**src/rtl/ex_operand_stage.sv**
```systemverilog
// ex_operand_stage: ID->EX pipeline register with operand muxing, two-port forwarding,
// valid/ready hold and a saturating backpressure counter.
module ex_operand_stage #(
  parameter int XLEN        = 32,
  parameter int STALL_CNT_W = 16
) (
  input  logic                   clk_i,
  input  logic                   rst_n_i,
  input  logic                   flush_i,
  input  logic                   id_valid_i,
  output logic                   id_ready_o,
  input  logic [XLEN-1:0]        id_pc_i,
  input  logic [XLEN-1:0]        id_rs1_data_i,
  input  logic [XLEN-1:0]        id_rs2_data_i,
  input  logic [XLEN-1:0]        id_imm_i,
  input  logic [4:0]             id_rs1_addr_i,
  input  logic [4:0]             id_rs2_addr_i,
  input  logic [4:0]             id_rd_addr_i,
  input  logic                   id_reg_write_i,
  input  logic [1:0]             id_srca_sel_i,
  input  logic [1:0]             id_srcb_sel_i,
  input  logic [3:0]             id_alu_fun_i,
  input  logic                   fwd1_en_i,
  input  logic [4:0]             fwd1_rd_i,
  input  logic [XLEN-1:0]        fwd1_data_i,
  input  logic                   fwd2_en_i,
  input  logic [4:0]             fwd2_rd_i,
  input  logic [XLEN-1:0]        fwd2_data_i,
  output logic                   ex_valid_o,
  input  logic                   ex_ready_i,
  output logic [XLEN-1:0]        ex_op_1_o,
  output logic [XLEN-1:0]        ex_op_2_o,
  output logic [3:0]             ex_alu_fun_o,
  output logic [XLEN-1:0]        ex_rs2_val_o,
  output logic [XLEN-1:0]        ex_pc_o,
  output logic [4:0]             ex_rd_addr_o,
  output logic                   ex_reg_write_o,
  output logic [STALL_CNT_W-1:0] stall_cnt_o
);
  logic                   ex_valid_q, ex_valid_d;
  logic [XLEN-1:0]        op_1_q, op_1_d, op_2_q, op_2_d, rs2_val_q, pc_q;
  logic [3:0]             alu_fun_q;
  logic [4:0]             rd_addr_q;
  logic                   reg_write_q, reg_write_d;
  logic [STALL_CNT_W-1:0] stall_cnt_q, stall_cnt_d;
  logic [XLEN-1:0]        rs1_fwd, rs2_fwd;
  logic                   accept, load;

  // MEM-stage result is newer than WB, so it wins; x0 is hardwired zero and never forwarded.
  function automatic logic [XLEN-1:0] fwd(input logic [4:0] a, input logic [XLEN-1:0] rf);
    return (fwd1_en_i && fwd1_rd_i == a && a != 5'd0) ? fwd1_data_i :
           (fwd2_en_i && fwd2_rd_i == a && a != 5'd0) ? fwd2_data_i : rf;
  endfunction

  always_comb begin
    id_ready_o  = ~ex_valid_q | ex_ready_i;
    accept      = id_valid_i & id_ready_o;
    load        = accept & ~flush_i;
    rs1_fwd     = fwd(id_rs1_addr_i, id_rs1_data_i);
    rs2_fwd     = fwd(id_rs2_addr_i, id_rs2_data_i);
    op_1_d      = id_srca_sel_i == 2'd0 ? rs1_fwd :
                  id_srca_sel_i == 2'd1 ? id_imm_i :
                  id_srca_sel_i == 2'd2 ? id_pc_i : '0;
    op_2_d      = id_srcb_sel_i == 2'd0 ? rs2_fwd :
                  id_srcb_sel_i == 2'd1 ? id_imm_i :
                  id_srcb_sel_i == 2'd2 ? id_pc_i : XLEN'(4);
    reg_write_d = id_reg_write_i & (id_rd_addr_i != 5'd0);
    ex_valid_d  = flush_i ? 1'b0 : accept ? 1'b1 : ex_ready_i ? 1'b0 : ex_valid_q;
    stall_cnt_d = (ex_valid_q & ~ex_ready_i & ~&stall_cnt_q) ? stall_cnt_q + STALL_CNT_W'(1) : stall_cnt_q;
  end

  always_ff @(posedge clk_i or negedge rst_n_i) begin
    if (!rst_n_i) begin
      ex_valid_q  <= 1'b0;
      op_1_q      <= '0;
      op_2_q      <= '0;
      rs2_val_q   <= '0;
      pc_q        <= '0;
      alu_fun_q   <= '0;
      rd_addr_q   <= '0;
      reg_write_q <= 1'b0;
      stall_cnt_q <= '0;
    end else begin
      ex_valid_q  <= ex_valid_d;
      stall_cnt_q <= stall_cnt_d;
      if (load) begin
        op_1_q      <= op_1_d;
        op_2_q      <= op_2_d;
        rs2_val_q   <= rs2_fwd;
        pc_q        <= id_pc_i;
        alu_fun_q   <= id_alu_fun_i;
        rd_addr_q   <= id_rd_addr_i;
        reg_write_q <= reg_write_d;
      end
    end
  end

  assign ex_valid_o     = ex_valid_q;
  assign ex_op_1_o      = op_1_q;
  assign ex_op_2_o      = op_2_q;
  assign ex_rs2_val_o   = rs2_val_q;
  assign ex_pc_o        = pc_q;
  assign ex_alu_fun_o   = alu_fun_q;
  assign ex_rd_addr_o   = rd_addr_q;
  assign ex_reg_write_o = reg_write_q;
  assign stall_cnt_o    = stall_cnt_q;
endmodule

```
**config.mk**
```make
export PLATFORM = sky130hd
export DESIGN_NAME = ex_operand_stage
export DESIGN_NICKNAME = d
export VERILOG_FILES = /design/src/rtl/ex_operand_stage.sv
export SDC_FILE = /design/constraint.sdc
export NUM_CORES = 1
export LEC_CHECK = 0
export ABC_AREA = 1
export CAP_MARGIN = 30
export CORE_AREA = 2 2 153 155
export CTS_CLUSTER_SIZE = 24
export DETAILED_ROUTE_END_ITERATION = 10
export DIE_AREA = 0 0 155 157
export GPL_ROUTABILITY_DRIVEN = 0
export PLACE_DENSITY = 0.79
export SYNTH_ARGS = -nofsm -noshare
export SYNTH_HDL_FRONTEND = slang
export SYNTH_SLANG_ARGS = --single-unit
```
**constraint.sdc**
```tcl
create_clock -name clk_i -period 2.4 [get_ports clk_i]
set_input_delay 0.6 -clock clk_i [delete_from_list [all_inputs] [get_ports clk_i]]
set_output_delay 0.6 -clock clk_i [all_outputs]
set_load 0.005 [all_outputs]
```
After elaboration in Yosys (flattened, before gate mapping)
Index checks and enable logic that the tools add are counted.
Cells by class
  shift-type cells: 0
  magnitude comparators: 0
  divide/modulo/power cells: 0
  reductions and logical operators: 16
  $add $sub $neg: 1
  equality and inequality tests: 8
  bitwise logic cells: 9
  multipliers: 0
  muxes and demuxes: 13
Operators with widths (number)
  $mux W32: 10
  $eq A5 B5 Y1: 4
  $add A16 B1 Y16 const B: 1
  $reduce_and A16 Y1: 1
  $reduce_bool A5 Y1: 3
  $logic_and A1 B1 Y1: 8
  $and A1 B1 Y1: 5
  $eq A2 B1 Y1 const B: 2
  $eq A2 B2 Y1 const B: 2
  $logic_not A2 Y1: 2
  $mux W1: 3
  $not A1 Y1: 3
  $reduce_bool A3 Y1: 1
  $logic_not A1 Y1: 1
  $or A1 B1 Y1: 1
Storage, ports and cells
  register bits: 155
  word-level logic and storage cells: 56
  memories: 0
  input bits: 233
  RAM bits: 0
  latch bits: 0
  ROM bits: 0

Logic depth before layout (Yosys ltp)
Gate-level depths: netlist of run 1.
  depth after elaboration: 6
  depth in mapped cells: 12
  mapped depth without buffers: 11

Worst setup path before layout of run 1
OpenSTA, ideal clock, no wires.
  path type: input-to-reg
  start point: input id_rs2_addr_i[1]
  end point: register op_2_q[1], in the netlist ex_op_2_o[1]
  path buffers: 1
  stages on the path: 9
  required time: 2.279 ns
  arrival: 1.525 ns
  library setup time: 0.121 ns
  path slack: 0.755 ns
  cells stage by stage: inv_1 nand2_1 nor2_2 nor2_1 nand2_4 buf_2 nand3_1 nand3_1 nand2_1
On the way
  cells in the longest elaborated chain, start to end: 6
  elaborated cells between the ends (all ways): 10
  classes of those cells: eq/ne (2); mux (3); reduce/logical (5)
Ends and longest elaborated chain
  start, declared: line 17  | input logic [4:0] id_rs2_addr_i,
  $eq A5 B5 Y1: line 52  | (fwd2_en_i && fwd2_rd_i == a && a != 5'd0) ? fwd2_data_i : rf;
  $logic_and A1 B1 Y1 (2 in series): line 52
  $mux W32: line 52
  $mux W32 *: line 51  | return (fwd1_en_i && fwd1_rd_i == a && a != 5'd0) ? fwd1_data_i :
  $mux W32 *: line 64  | op_2_d = id_srcb_sel_i == 2'd0 ? rs2_fwd :
  end signal, assigned: line 88  | op_2_q <= op_2_d;
  end, declared: line 41  | logic [XLEN-1:0] op_1_q, op_1_d, op_2_q, op_2_d, rs2_val_q, pc_q;
Mark *: on every way between the ends. The rest lies on a longest branch, timed or not.
A chain may end at the register's enable or synchronous reset.

Worst setup path after layout of run 1
  start point: input ex_ready_i
  end point: output id_ready_o
On the way
  cells in the longest elaborated chain, start to end: 1
Ends and longest elaborated chain
  start, declared: line 30  | input logic ex_ready_i,
  $or A1 B1 Y1: line 56  | id_ready_o = ~ex_valid_q | ex_ready_i;
  end, declared: line 11  | output logic id_ready_o,
Every way passes these cells.

==> results of run 1 <==
-- stage by stage --
step | std cells | instance area (um2) | total power, W | setup TNS (ns) | utilization [%]
floorplan | 1327 | 9550 | 0.00426 | 0 | -
global placement | 1975 | 14100 | 0.00595 | 0 | 62.5
detailed placement | 1975 | 14100 | 0.00601 | -0.000895 | 62.5
CTS | 2007 | 14600 | 0.00871 | 0 | 65.0
global route | 2009 | 14600 | 0.00910 | 0 | 65.0
finish | 2011 | 14600 | 0.00868 | 0 | 65.0
-- flip-flops by register name, summed over array words and instances (netlist names) --
register / flops
ex_op_1_o: 32
ex_op_2_o: 32
ex_pc_o: 32
ex_rs2_val_o: 32
stall_cnt_o: 16
ex_rd_addr_o: 5
ex_alu_fun_o: 4
ex_reg_write_o: 1
ex_valid_o: 1
-- area by class of cell --
| type | count | area share (%) |
|---|---|---|
| Sequential cell | 155 | 26.5 |
| Inverter | 167 | 4.30 |
| Antenna cell | 4 | 0.0684 |
| Clock inverter | 13 | 0.898 |
| Timing Repair Buffer | 445 | 31.9 |
| Multi-Input combinational cell | 923 | 30.9 |
| Clock buffer | 19 | 2.96 |
| Tap cell | 285 | 2.44 |
-- worst paths after layout --
path | from | endpoint | slack [ns] | cells past startpoint
max | ex_ready_i | id_ready_o | 0.09 | 4
min | rst_n_i | ex_pc_o[24] | 0.11 | 1
max reg2reg | stall_cnt_o[0] | stall_cnt_o[8] | 0.55 | 8
min reg2reg | ex_alu_fun_o[3] | ex_alu_fun_o[3] | 0.48 | 2
max in group asynchronous | rst_n_i | ex_pc_o[15] | 1.62 | 2
min in group clk_i | ex_alu_fun_o[3] | ex_alu_fun_o[3] | 0.48 | 2
-- layer usage --
metal  GRT usage [%]  vias up
met5               0        -
met4            15.5        2
met3            6.58      111
met2            49.5      660
met1            39.5     5048
li1                -     5068
-- worst max-delay path: cells and delay by family --
kind                   cells  cell delay (ns)
AND/OR/NAND/NOR            1             0.10
buffers and inverters      3             1.01
-- cells in the final DEF, fill, tap and decap left out, types with 5 or more instances in the layout --
cell	instances
clkdlybuf4s50_1	387
nand2_1	348
nand3_1	207
inv_1	156
dfrtp_1	155
nor2_1	116
o22ai_1	51
o21ai_1	31
a21oi_2	29
buf_4	29
o21ai_0	28
buf_12	28
a21oi_1	27
clkbuf_16	17
nand3b_1	13
o221ai_1	11
xor2_1	10
inv_2	9
nor2_4	7
xnor2_1	7
nand4_1	6
nor3_1	5
inv_6	5
clkinvlp_4	5
-- cell usage after synthesis --
master and instances:
a21oi_1 27, a21oi_2 29, a311oi_1 1, buf_2 28
buf_4 10, buf_6 21, clkbuf_1 23, clkinv_1 1
dfrtp_1 155, ha_1 1, inv_1 156, inv_2 10
mux2i_1 1, nand2_1 348, nand2_2 4, nand2_4 3
nand3_1 207, nand3_2 3, nand3b_1 13, nand4_1 6
nand4_4 1, nor2_1 118, nor2_2 4, nor2_4 4
nor2_8 1, nor3_1 5, nor3_4 2, nor4_1 1
o211ai_1 2, o21ai_0 28, o21ai_1 31, o221ai_1 11
o22ai_1 51, o31ai_1 1, or2_1 1, or2_2 2
xnor2_1 7, xor2_1 10
-- logic make-up after synthesis --
| family | Yosys count | synth area share [%] |
|---|---|---|
| buffers and inverters | 249 | 12.2 |
| AND/OR/NAND/NOR | 723 | 33.5 |
| multiplexers | 1 | 0.105 |
| adder cells (fa/ha/maj) | 1 | 0.131 |
| AO/OA/AOI/OAI | 181 | 11.8 |
| XOR/XNOR | 17 | 1.56 |
| flip-flops | 155 | 40.6 |
-- power breakdown --
part	internal [W]	total (W)	leakage (nW)	switching (W)
clock	0.00145	0.00269	0.260	0.00124
sequential	0.00302	0.00332	1.86	0.000300
combinational	0.00150	0.00267	4.83	0.00117
==> metrics, run 1 <==
outcome=complete, no violations; pre-CTS setup slack=-0.000895 ns; met1 wire length=15300 um; final hold viol count=0; Rel. slew slack=67.7%; Setup Buffers After CTS=0; clk buf depth=2; HPWL Detailed=28800 um; clk slew on worst S/H paths=0.07 ns; Root Buffer=clkbuf_16; clock sink count=155; endpoints failing setup=0; Worst Setup Path Type=in2out; Worst Hold Class=in2async; cell area power density=593 mW/mm2; CP arrival=1.71 ns; register area=0.00388 mm2; Met3 Wirelength=3550 um; via count=10900; post-synthesis sequential area ratio=40.6%; CTS tree=built; CP most frequent cell=clkdlybuf4s50_1; worst skew pair latency=0.43 ns; Yosys warnings=0; CP Max Fanout=3; Clock Skew=0.0135 ns; number of detailed-route iterations in the first pass=5; # resized after CTS=0; Synth Instances=1327; Netlist Area Pre-Place=0.00955 mm2; area taken by multi-input logic gates=0.00453 mm2; Max Freq=433 MHz; Layout Nets=1943; maximum VDD drop=0.415 mV; Yosys reg bits=155; routed wl met2=18100 um; initial antenna violation count=3; DIE HEIGHT=157 um; share of post-route cells with drive strength above 1=8.89%; worst-margin pin slew=0.484 ns; CTS H-Tree Depth=4; PnR worst setup slack=0.0906 ns; Horiz. Die Dim=155 um; Avg Vias per Cell=5.41; Detailed Route WL=38600 um; startpoint type of the worst setup path=input port; max-slew violations=0; Worst EP required=1.80 ns; slowest stage delay, CP=0.51 ns; vias in the first global route=10400; PortBufs=388; synth top area cells=dfrtp_1 (41%), nand2_1 (14%), nand3_1 (11%); area delta synth->final=53.2%; routed len/inst=19.2 um; Initial Util=42.4%; Min Hold Slack=0.111 ns; cell taking the most area after synthesis=dfrtp_1; first-pass GRT wire length=57800 um; Max Cap Violations=0; antenna-violating nets left=0; remaining routing DRC violations=0; crit path max-delay cell type=clkdlybuf4s50_1; Worst setup EP type=output pin; Syn Area/Cell=7.20 um2; Synth Net Count=1561; total clock buffers created by CTS=17; RSZ-0062 raised after global routing=false; total track usage=30.8%; largest net degree at the start of global routing=48; period utilization=96.2%; Die ar.=0.0243 mm2; core area=0.0225 mm2; Synth cell types=38; Initial DRC Count=938; total grt overflow=0; CTS Hold Bufs=0; Period minus WS final=2.31 ns; post-synth top area share=40.6%; row count=55; fill cell count=1883; LEAKAGE=6.95 nW; Ports=389; DR top layer=met5; crit-path cells=clkdlybuf4s50_1, inv_1, nand2_1, clkdlybuf4s50_1
(Power assumes the default switching activity.)
==> run 2, diff against run 1 <==
Settings changed: REMOVE_ABC_BUFFERS set to 1.
==> run 2 against run 1 <==
- final area rose by 0.30%
- critical path depth did not move
- worst hold slack better by 0.0050 ns
- cell count shrank 0.60%
- combinational power barely moved
- clock-buffer cell count up 1
- clock skew is 0.0080 ns lower
- largest cell class unchanged
- highest routed layer unchanged
- sequential power about the same
- setup slack got worse by 0.020 ns
- power increased by 3.7%
==> metrics, run 2 (synthesized netlist as in run 1, its figures left out) <==
outcome=complete, no violations (unchanged); # resized after CTS=0 (unchanged); CTS Hold Bufs=0 (unchanged); total clock buffers created by CTS=17 (unchanged); crit path max-delay cell type=clkdlybuf4s50_1 (unchanged); area delta synth->final=53.6% (was 53.2%); PortBufs=388 (unchanged); slowest stage delay, CP=0.52 ns (was 0.51 ns); register area=0.00388 mm2 (unchanged); share of post-route cells with drive strength above 1=8.63% (was 8.89%); antenna-violating nets left=0 (unchanged); area taken by multi-input logic gates=0.00453 mm2 (about the same); row count=55 (unchanged); ANT cells=0 (was 4); remaining routing DRC violations=0 (unchanged); most common cell after layout, fill and taps aside=clkdlybuf4s50_1 (unchanged); crit-path cells=clkdlybuf4s50_1, inv_1, nand2_1, clkdlybuf4s50_1 (unchanged); Max Cap Violations=0 (unchanged); clk buf depth=2 (unchanged); most frequent cells in the layout=clkdlybuf4s50_1 (387), nand2_1 (346), nand3_1 (207) (was clkdlybuf4s50_1 (387), nand2_1 (348), nand3_1 (207)); final hold viol count=0 (unchanged); clk slew on worst S/H paths=0.07 ns (about the same); Worst path top cell family by delay=buffers and inverters (unchanged); total track usage=31.5% (was 30.8%); Rel. slew slack=66.7% (was 67.7%); Worst R2R Start=stall_cnt_o[0] (unchanged); Horiz. Die Dim=155 um (unchanged); CTS H-Tree Depth=4 (unchanged); critical path depth=4 (unchanged); largest net degree at the start of global routing=49 (was 48); core area=0.0225 mm2 (unchanged); PnR worst setup slack=0.0708 ns (was 0.0906 ns); Worst Hold Class=in2async (unchanged); HPWL Detailed=28600 um (was 28800 um); DIE HEIGHT=157 um (unchanged); Setup TNS Final=0 ns (unchanged); Period minus WS final=2.33 ns (was 2.31 ns); routed len/inst=19.5 um (was 19.2 um); startpoint type of the worst setup path=input port (unchanged); Initial DRC Count=1016 (was 938); Max Freq=429 MHz (was 433 MHz); Avg Vias per Cell=5.60 (was 5.41); reg2reg path depth=8 (unchanged); Clock Skew=0.00542 ns (was 0.0135 ns); worst-margin pin slew=0.500 ns (was 0.484 ns); pre-CTS setup slack=-0.0832 ns (was -0.000895 ns); endpoints failing setup=0 (unchanged); worst skew pair latency=0.42 ns (was 0.43 ns); via count=11200 (was 10900); period utilization=97.0% (was 96.2%); Crit path buffers/inverters=3 (unchanged); Initial Util=42.4% (unchanged); CP most frequent cell=clkdlybuf4s50_1 (unchanged); Worst EP required=1.80 ns (about the same); RSZ-0062 raised after global routing=false (unchanged); cell area power density=613 mW/mm2 (was 593 mW/mm2); Worst Setup Path Type=in2out (unchanged); CP arrival=1.73 ns (was 1.71 ns); CTS tree=built (unchanged); Layout Nets=1936 (was 1943); maximum VDD drop=0.427 mV (was 0.415 mV); total grt overflow=0 (unchanged); LEAKAGE=6.98 nW (was 6.95 nW); fill cell count=1920 (was 1883); Die ar.=0.0243 mm2 (unchanged); number of detailed-route iterations in the first pass=5 (unchanged); first-pass GRT wire length=59400 um (was 57800 um); vias in the first global route=11000 (was 10400); max-slew violations=0 (unchanged); Setup Buffers After CTS=0 (unchanged); Worst setup EP type=output pin (unchanged); Detailed Route WL=39000 um (was 38600 um); CP Max Fanout=3 (unchanged); clock sink count=155 (unchanged); beginning of the critical path=ex_ready_i (unchanged); Ports=389 (unchanged); Root Buffer=clkbuf_16 (unchanged); initial antenna violation count=1 (was 3)
[run 2: changes by cell type in the layout (fill, tap and decap cells not counted), moves of 3 or more]
| cell | delta |
|---|---|
| buf_4 | -9 |
| clkinvlp_4 | -5 |
| diode_2 | -4 |
| bufinv_16 | +3 |
| clkinv_4 | +3 |
| inv_6 | -3 |
[run 2: path summary, 6_finish.rpt]
check | end | slack (ns)
min reg2reg | ex_alu_fun_o[0] | 0.47
min | ex_pc_o[20] | 0.12
min in group clk_i | ex_alu_fun_o[0] | 0.47
max reg2reg | stall_cnt_o[8] | 0.52
max | id_ready_o | 0.07
max in group asynchronous | ex_rs2_val_o[16] | 1.63
[run 2: final cells by class]
cell class | count | area share (%)
Timing Repair Buffer | 438 | 31.6
Multi-Input combinational cell | 923 | 30.9
Sequential cell | 155 | 26.4
Inverter | 167 | 4.29
Clock buffer | 20 | 3.11
Tap cell | 285 | 2.43
Clock inverter | 11 | 1.25
[run 2: where the power goes]
| group | internal (W) | switching [W] | leakage (nW) |
|---|---|---|---|
| Clock | 0.00181 | 0.00117 | 0.313 |
| Combinational | 0.00150 | 0.00118 | 4.81 |
| Sequential | 0.00303 | 0.000316 | 1.86 |
[run 2: routing by layer]
layer  global-route usage (%)  vias to the layer above  part of all wire (%)
met5                        0                        -                 0.031
met4                     13.5                        2                   3.6
met3                     7.27                      130                    11
met2                     53.5                      820                    49
met1                     38.6                     5194                    37
li1                         -                     5043                     -
[run 2: worst register-to-register path, stage by stage, from the launching register on]
cell     delay [ns]
dfrtp_1        0.46
ha_1           0.24
nand3_1        0.15
nor2_1         0.07
nand3_1        0.08
nand2_2        0.13
nor3_1         0.35
nand2_1        0.12
xor2_1         0.16
[run 2: through the flow]
step	cell area (um2)	hold slack (ns)	std cells	utilization [%]	total power, W
after floorplan	9010	0.304	1245	-	0.00419
after detailed placement	14000	0.458	1968	62.4	0.00603
after global placement	14000	0.454	1968	62.4	0.00597
final	14700	0.116	1999	65.2	0.00900
after global routing	14700	0.136	1999	65.2	0.00938
after CTS	14700	0.122	1999	65.2	0.00900
==> run 3, diff against run 2 <==
Settings changed: SLEW_MARGIN set to 0.
==> results of run 3 <==
Same layout as run 2: the final DEF is identical, and so are final timing and power.
==> patch 1 (settings of run 3) <==
`XLEN`: 32 -> 40.
--- a/src/rtl/ex_operand_stage.sv
+++ b/src/rtl/ex_operand_stage.sv
@@ -1,7 +1,7 @@
 // ex_operand_stage: ID->EX pipeline register with operand muxing, two-port forwarding,
 // valid/ready hold and a saturating backpressure counter.
 module ex_operand_stage #(
-  parameter int XLEN        = 32,
+  parameter int XLEN        = 40,
   parameter int STALL_CNT_W = 16
 ) (
   input  logic                   clk_i,
Interface: changed (10 resized); port bits go from 389 to 469. The function was not compared with the original's and may differ.
==> patch 1 against run 3 <==
  * Largest power group unchanged
  * Worst setup slack better by 10 ps
  * Synthesized area rose by 16%
  * Final area up 17%
  * Critical path type unchanged
  * Sequential cell count rose by 32
  * Critical endpoint unchanged
  * Total power up 12%
  * Sequential power up 20%
  * Routed wire length up 23%
  * Hold slack improved by 20 ps
==> patch 1: results (changes against run 3) <==
antenna violations before repair 9 (+8); CP max FO 4 (+1); Clock Power Share 28.0% (-5.2 points); vias 13.3k (+19%); top cells by count, synth 433 x nand2_1, 240 x nand3_1, 190 x inv_1; global-route usage over all layers 38.8% (+7.3 points); Placed Instance Area 0.0166 mm² (+18%); worst-case vdd ir drop 0.419 mV (-1.8%); dpl hpwl 35500 µm (+24%); largest net degree at the start of global routing 58 (+18%); global-route wire length before repair 72800 µm (+23%); Final Skew 12.0 ps (+6.56 ps); internal power 6.86 mW (+8.2%); largest cells by area after synthesis dfrtp_1 42%, nand2_1 15%, nand3_1 11%; htree depth 4 (unchanged); combinational gate power 3.24 mW (+21%); Post-Layout Cell Count 2346 (+17%); CTS Buffer Depth 2 (unchanged); delay-heaviest family, CP buffers and inverters; slowest CP cell clkdlybuf4s50_1; pre-CTS WS -135 ps (-52.1 ps); final-layout fill cell count 1686 (-12%); hold crit path type in2async; Pre-antenna DRT Iters 5 (unchanged); port bufs 468 (+21%); clk_lat worst skew 430 ps; critical path arrival 1720 ps; hold_buf cts 0 (unchanged); initial detailed-routing violation count 1427 (+40%); proportion of layout cells with a drive suffix above 1 6.00% (-2.6 points); DRC viols 0 (unchanged); wire per inst 20.4 µm (+4.5%); Synth Instances 1593 (+20%); Clk power 2.82 mW (-6%); status complete, no violations; Num CTS Buffers 17 (unchanged); Clock Pin Slew Worst Setup and Hold Paths 80 ps; root buf cell clkbuf_16; synth unique cells 34 (-11%); Max-Slew Margin vs Limit 66.2% (-0.42 points); sequential area share after synthesis 42.2% (+1.6 points); Synth async-reset ratio 100% (unchanged); post_cts resized 0 (unchanged); Post-CTS Setup Repair Bufs 0 (unchanged); leakage 8.23 nW (+18%); CP max stage delay 510 ps
-- patch 1: cell count changes after synthesis, moves of 10 or more --
cell / before / now
a21oi_1: 27 / 57
buf_2: 28 / 64
o21ai_0: 28 / 58
nand2_1: 348 / 433
o21ai_1: 31 / 41
buf_6: 21 / 0
clkbuf_1: 23 / 35
o221ai_1: 11 / 27
dfrtp_1: 155 / 187
nand3_1: 207 / 240
inv_1: 156 / 190
nand3b_1: 13 / 29
a21oi_2: 29 / 0
-- patch 1: kinds of logic after synthesis --
family,Yosys count,share of synthesized area (%)
AOI/OAI and AO/OA,238,12.3
xor gates and xnor gates,14,1.11
adders and majority gates,1,0.113
buffers and inverters,306,11.2
DFF,187,42.2
muxes,1,0.0903
and+or+nand+nor,846,33.0
-- patch 1: final timing paths --
kind	start	to	slack [ps]	cells past startpoint
max in group asynchronous	rst_n_i	ex_pc_o[33]	1460	2
worst max register to register	stall_cnt_o[0]	stall_cnt_o[13]	600	9
worst max-delay path	ex_ready_i	id_ready_o	80	4
worst min-delay path	rst_n_i	stall_cnt_o[12]	140	1
min in group clk_i	ex_rs2_val_o[23]	ex_rs2_val_o[23]	480	2
worst min register to register	ex_rs2_val_o[23]	ex_rs2_val_o[23]	480	2
-- patch 1: final cells by class --
cell class                      count  area (µm²)  share of cell area, %
Timing Repair Buffer              531        5590                   32.5
Multi-Input combinational cell   1100        5240                   30.4
Clock buffer                       19         443                   2.57
Inverter                          201         759                   4.41
Sequential cell                   187        4680                   27.2
Clock inverter                     13         125                  0.727
Tap cell                          285         357                   2.07
Antenna cell                       10        25.0                  0.145
-- patch 1: layer usage --
metal	wire length, µm	GRT usage [%]
met1	16700	44.3
met2	22800	64.0
met3	5550	11.6
met4	2760	24.3
met5	0	0
==> patch 2 (config.mk and constraints of run 3) <==
Made on the original files. Put one more register stage on the output `stall_cnt_o`, with the module's reset. The value now appears one clock later. The other outputs are not delayed to match.
--- a/src/rtl/ex_operand_stage.sv
+++ b/src/rtl/ex_operand_stage.sv
@@ -103,6 +103,12 @@
   assign ex_alu_fun_o   = alu_fun_q;
   assign ex_rd_addr_o   = rd_addr_q;
   assign ex_reg_write_o = reg_write_q;
-  assign stall_cnt_o    = stall_cnt_q;
+  always_ff @(posedge clk_i or negedge rst_n_i) begin
+    if (!rst_n_i) begin
+      stall_cnt_o <= '0;
+    end else begin
+      stall_cnt_o <= stall_cnt_q;
+    end
+  end
 endmodule
 
Formal check against the unedited RTL: not equivalent (Yosys sat finds a counterexample within 4 cycles, from zero or initial values and one cycle with rst_n_i low).
==> patch 2 against run 3 <==
  * Synthesized area is 4.2% higher
  * Core utilization is 1.7 points higher
  * Fmax is 1.5% higher
  * First-iteration DRC count is 3.2% lower
  * Critical endpoint unchanged
  * Worst setup slack better by 33 ps
  * Routed wire length is 0.17% higher
  * Total power is 1.7% higher
  * Final area is 2.5% higher
  * Final cell count is 0.55% higher
  * Sequential cell count is 16 higher
==> patch 2: results (changes against run 3) <==
global-route wire length before repair 59500 µm (+0.21%); WL met1 15100 µm (+5.1%); largest cells by area after synthesis dfrtp_1 43%, nand2_1 14%, nand3_1 8.8%; NetSw 2.92 mW (+9.8%); initial detailed-routing violation count 983 (-3.2%); multi-input logic area 0.00458 mm² (+1.1%); global-route usage over all layers 31.7% (+0.24 points); met3 routed WL 4170 µm (-2.1%); met1 Usage GRT 40.0% (+1.5 points); Worst-Margin Slew 490 ps (-10.4 ps); # nets final 1944 (+0.41%); flip-flop and latch area 0.00428 mm² (+10%); proportion of layout cells with a drive suffix above 1 9.29% (+0.65 points); antenna violations before repair 3 (+2); pre-CTS WS 41.7 ps (+125 ps); clkbuf count 17 (-15%); Final Skew 12.6 ps (+7.21 ps); CP max FO 4 (+1); FF+latch count, synth 171 (+10%); Clock-cell share 4.13% (-0.23 points); Non-clk bufs 440 (+0.46%); sequential group share of total power 39.7% (+2.6 points); leakage 7.14 nW (+2.2%); GR Layer Usage met2 51.6% (-1.8 points); Synth Instances 1334 (+0.53%); Signal buf overhead 30.3% (-1.3 points); status complete, no violations; final-layout fill cell count 1888 (-1.7%); vias 11.1k (-0.82%); post-layout total power 9.15 mW (+1.7%); met2 WL 18200 µm (-4.2%); routed wire length 39100 µm (+0.17%); Reg-to-Reg Start stall_cnt_q[0]; dpl hpwl 28800 µm (+0.62%); Placed Instance Area 0.0144 mm² (+2.7%)
[patch 2: worst max path at each step]
| stage | start | end | slack (ps) | cells after the start |
|---|---|---|---|---|
| floorplan | ex_ready_i | ex_op_1_o[2] | -3620 | 7 |
| global placement | id_rs1_addr_i[3] | ex_op_1_o[30] | 70 | 10 |
| detailed placement | id_rs1_addr_i[3] | ex_op_1_o[29] | 40 | 10 |
| CTS | ex_ready_i | id_ready_o | 110 | 4 |
| global route | ex_ready_i | id_ready_o | 70 | 4 |
| finish | ex_ready_i | id_ready_o | 100 | 4 |
[patch 2: cell families after synthesis]
family,Yosys count,share of synthesized area [%]
muxes,1,0.101
adders and majority gates,1,0.126
and+or+nand+nor,695,31.4
buffers and inverters,252,11.2
AOI/OAI and AO/OA,198,12.7
DFF,171,43.0
xor gates and xnor gates,16,1.41
